File: src/rtl/encoder_stream.sv
// encoder_stream: 4-to-2 priority encoder with a valid/ready handshake on both sides.
// Each accepted word is encoded as {err, index} and queued in a 2-entry FIFO.
// err_cnt counts accepted words that were not exactly one-hot, saturating at 255.
module encoder_stream #(
  parameter int PRIORITY_HIGH = 1
) (
  input  logic       clk,
  input  logic       rst_n,
  input  logic       in_valid,
  output logic       in_ready,
  input  logic [3:0] in_y,
  output logic       out_valid,
  input  logic       out_ready,
  output logic [1:0] out_a,
  output logic       out_err,
  output logic [7:0] err_cnt
);

  typedef enum logic [1:0] {
    EMPTY = 2'd0,
    ONE   = 2'd1,
    FULL  = 2'd2
  } state_t;

  state_t     state_reg;
  state_t     state_next;
  logic       wr_ptr_reg;
  logic       rd_ptr_reg;
  logic [7:0] err_cnt_reg;
  logic [2:0] fifo_mem [2];

  logic       accept;
  logic       pop;
  logic [1:0] enc_idx;
  logic       enc_err;
  logic [2:0] head;

  // Encode the offered word. The scan order decides which set bit wins on multi-hot:
  // an ascending scan leaves the highest set bit, a descending scan the lowest.
  always_comb begin
    enc_idx = 2'b00;
    if (PRIORITY_HIGH != 0) begin
      for (int i = 0; i < 4; i++) begin
        if (in_y[i]) enc_idx = i[1:0];
      end
    end else begin
      for (int i = 3; i >= 0; i--) begin
        if (in_y[i]) enc_idx = i[1:0];
      end
    end
    // Not one-hot: either no bit set, or clearing the lowest set bit leaves another.
    enc_err = (in_y == 4'b0000) || ((in_y & (in_y - 4'd1)) != 4'b0000);
  end

  // Handshake qualifiers. in_ready uses rst_n so nothing is taken while reset is held.
  always_comb begin
    in_ready  = (state_reg != FULL) && rst_n;
    out_valid = (state_reg != EMPTY);
    accept    = in_valid && in_ready;
    pop       = out_valid && out_ready;
  end

  // Next occupancy from the accept/pop combination; unlisted combinations hold.
  always_comb begin
    state_next = state_reg;
    case (state_reg)
      EMPTY: if (accept) state_next = ONE;
      ONE: begin
        if (accept && !pop)      state_next = FULL;
        else if (pop && !accept) state_next = EMPTY;
      end
      FULL:  if (pop) state_next = ONE;
      default: state_next = EMPTY;
    endcase
  end

  // Occupancy, pointers and the error counter; reset discards any buffered entries.
  always_ff @(posedge clk or negedge rst_n) begin
    if (!rst_n) begin
      state_reg   <= EMPTY;
      wr_ptr_reg  <= 1'b0;
      rd_ptr_reg  <= 1'b0;
      err_cnt_reg <= 8'd0;
    end else begin
      state_reg <= state_next;
      if (accept) wr_ptr_reg <= ~wr_ptr_reg;
      if (pop)    rd_ptr_reg <= ~rd_ptr_reg;
      if (accept && enc_err && (err_cnt_reg != 8'hFF)) err_cnt_reg <= err_cnt_reg + 8'd1;
    end
  end

  // FIFO storage needs no reset: entries are only visible while out_valid is high.
  always_ff @(posedge clk) begin
    if (accept) fifo_mem[wr_ptr_reg] <= {enc_err, enc_idx};
  end

  // Present the head entry, forced to zero while the FIFO is empty.
  always_comb begin
    head    = fifo_mem[rd_ptr_reg];
    out_a   = out_valid ? head[1:0] : 2'b00;
    out_err = out_valid ? head[2]   : 1'b0;
    err_cnt = err_cnt_reg;
  end

endmodule

File: config.mk
export PLATFORM = sky130hd
export DESIGN_NAME = encoder_stream
export DESIGN_NICKNAME = d
export VERILOG_FILES = /design/src/rtl/encoder_stream.sv
export SDC_FILE = /design/constraint.sdc
export NUM_CORES = 1
export LEC_CHECK = 0
export CAP_MARGIN = 40
export CELL_PAD_IN_SITES_DETAIL_PLACEMENT = 0
export CELL_PAD_IN_SITES_GLOBAL_PLACEMENT = 1
export CORE_UTILIZATION = 40
export CTS_BUF_LIST = sky130_fd_sc_hd__clkbuf_4 sky130_fd_sc_hd__clkbuf_8 sky130_fd_sc_hd__clkbuf_16
export CTS_CLUSTER_SIZE = 24
export DETAILED_ROUTE_END_ITERATION = 8
export PLACE_DENSITY = 0.81
export SYNTH_ARGS = -nofsm -noshare
export SYNTH_HDL_FRONTEND = slang
export SYNTH_SLANG_ARGS = --single-unit
File: constraint.sdc
create_clock -name clk -period 2.3 [get_ports clk]
set_input_delay 0.46 -clock clk [delete_from_list [all_inputs] [get_ports clk]]
set_output_delay 0.46 -clock clk [all_outputs]
set_load 0.01 [all_outputs]
==> impl_metrics.toml <==
[logic_synthesis]
synth_edf_count = 6
synth.top_cell.area_share_pct = 33.43
ys_seq_elements = 18
postSynthCellCount = 74
synth_nets = 84
synth_area_um2 = 898.4
synthTopCellsByCount = "dfrtp_1 (12), xnor2_1 (8), edfxtp_1 (6)"
synth_top_cell_by_area = "dfrtp_1"
synthArstFlopShare_pct = 66.67
synth.most_common_cell = "dfrtp_1"
syn-mean-instance-area_um2 = 12.14
seq_area_frac_synth_pct = 53.48
yosys-top-cells-area = "dfrtp_1 (33%), edfxtp_1 (20%), xnor2_1 (7.8%)"
synth_cell_types = 26
synthFlopType = "dfrtp_1"
yosysWarnings = 0

[finish]
seq_area_um2 = 480.5
nFillCells = 193
final_net_count = 109
syn_to_final_growth_pct = 29.67
largest_register_ffs = 8
layout-drive-gt1-share_pct = 9.184
multi_input_area_um2 = 397.9
diodes = 0

[grt]
grt_first_pass_wirelength_mm = 2.746
global_route.overflow_total = 0
grt_max_degree = 14
grt_pass1_vias = 616
grtUsageTotal_pct = 15.00
antenna_found_initial = 0

[clock_network]
htreeDepth = 1
clk_pin_slew_ns = 0.10
cts_buffers = 3
hold_buffers = 0
clock-sinks = 18
root_buffer = "clkbuf_4"
clk_latency_ns = 0.29
cts_resized = 0
cts_tree = "yes"
clk_path_buf_depth = 2
post-cts-setup-buffer-count = 0

[hold_path]
whs_path_depth = 1
hp-class = "reg -> reg"
worst_hold_path.endpoint = "wr_ptr_reg"
min_from = "wr_ptr_reg"

[floorplan]
pin_count = 21
initial_core_util_pct = 44.00
fp.coreArea_um2 = 2042
die_h_um = 49.39
row_count = 16
die_area_um2 = 2439
die_w_um = 49.39

[worst_setup_path]
cp_slowest_cell = "clkdlybuf4s50_1"
reg2reg_depth = 5
path_class = "in -> out"
r2r_start = "err_cnt[0]"
crit_fanout = 3
critical_path_buf_inv_count = 2
cp-startpoint = "rst_n"
path_common_cell = "clkdlybuf4s50_1"
reg2reg_slack_ns = 0.64
r2r-end = "err_cnt[1]"
worstPathRequired_ns = 1.84
slowest_delay_ns = 0.53
crit_family = "buffers and inverters"
endpoint_kind = "primary output"
crit_chain = "clkdlybuf4s50_1 > and2_1 > clkdlybuf4s50_1"
worstPathArrival_ns = 1.63
start_kind = "input port"

[routing]
ant_nets = 0
drt_iter0_markers = 7
vias = 633
drcViolationCount = 0
drt-total-wl_mm = 1.523
firstDrtPassIters = 4
vias_per_cell = 5.064
routedWlPerCell_um = 12.18

[timing]
final.setup_skew_ns = 0.002086
rsz0062_at_grt = "no"
worst_pin_slew_ns = 0.5203
setup-tns-final_ns = 0
finalCritPeriodShare_pct = 90.96
min_period_ns = 2.092
max_slew_margin_pct = 64.82
report.final.slew_viol_count = 0
fmax_ghz = 0.4780
setup_violations = 0
final-hold-violation-count = 0

[run_status]
status = "complete, no violations"

[placement]
dp_hpwl_mm = 1.138
routabilityCongestion = 0.7038
io_buffers = 20

[flow_run]
maxCapViolations = 0

[power_and_ir_drop]
fin_total_pwr_mw = 1.101
ir_worst_vdd_mv = 0.6435
leakage_nw = 0.4818
pwr_density_cell_nw_per_um2 = 945.3
layout make-up:
class,instances,share of cell area [%]
Sequential cell,18,41.25
Multi-Input combinational cell,51,34.16
Timing Repair Buffer,22,18.47
Tap cell,27,2.900
Clock buffer,3,1.933
Inverter,3,0.9667
Clock inverter,1,0.3222
worst max path at each step:
| stage | to | cells after the start |
|---|---|---|
| after global routing | in_ready | 3 |
| after global placement | err_cnt[1] | 5 |
| final | in_ready | 3 |
| after CTS | in_ready | 3 |
| after detailed placement | err_cnt[1] | 5 |
| after floorplan | err_cnt[1] | 4 |
layout by cell type, fill, tap and decap left out, drive strengths merged, types with 2 or more instances in the layout:
cell type,count
o22ai,2
ha,2
edfxtp,6
xor2,2
clkdlybuf4s50,20
clkbuf,3
buf,2
and3,5
nor2,5
mux2i,4
inv,3
xnor2,8
dfrtp,12
nand3,3
nor4b,2
and2,4
nand4,5
stage by stage:
step / util, % / hold WS (ns) / instance area [um^2] / cells / setup WS, ns
final: 57.05 / 0.4912 / 1165 / 125 / 0.2079
after floorplan: - / 0.1644 / 898.4 / 74 / 0.6929
after detailed placement: 55.76 / 0.4755 / 1139 / 121 / 0.1344
after CTS: 57.05 / 0.4921 / 1165 / 125 / 0.2008
after global routing: 57.05 / 0.5232 / 1165 / 125 / 0.1553
after global placement: 55.76 / 0.4726 / 1139 / 121 / 0.1734
per-layer routing:
layer,wire (um),GRT usage (%)
met4,29,7.143
met5,0,0
met2,702,24.43
met1,714,18.53
met3,77,3.738
power by group:
group / switching [mW] / internal, mW
combinational: 0.168 / 0.265
sequential: 0.0909 / 0.418
clock: 0.0956 / 0.0632
total: 0.355 / 0.747
kinds of logic (layout without fill, tap and decap cells):
logic type               Yosys count  after routing  synth area share, %
AO/OA/AOI/OAI                      4              4                4.457
AND/OR/NAND/NOR                   30             30                21.17
adder cells (fa/ha/maj)            2              2                2.785
multiplexers                       5              5                6.128
flip-flops                        18             18                53.48
buffers and inverters              5             29                2.227
XOR/XNOR                          10             10                9.750
Note: power is estimated with default switching activity, not from simulation.
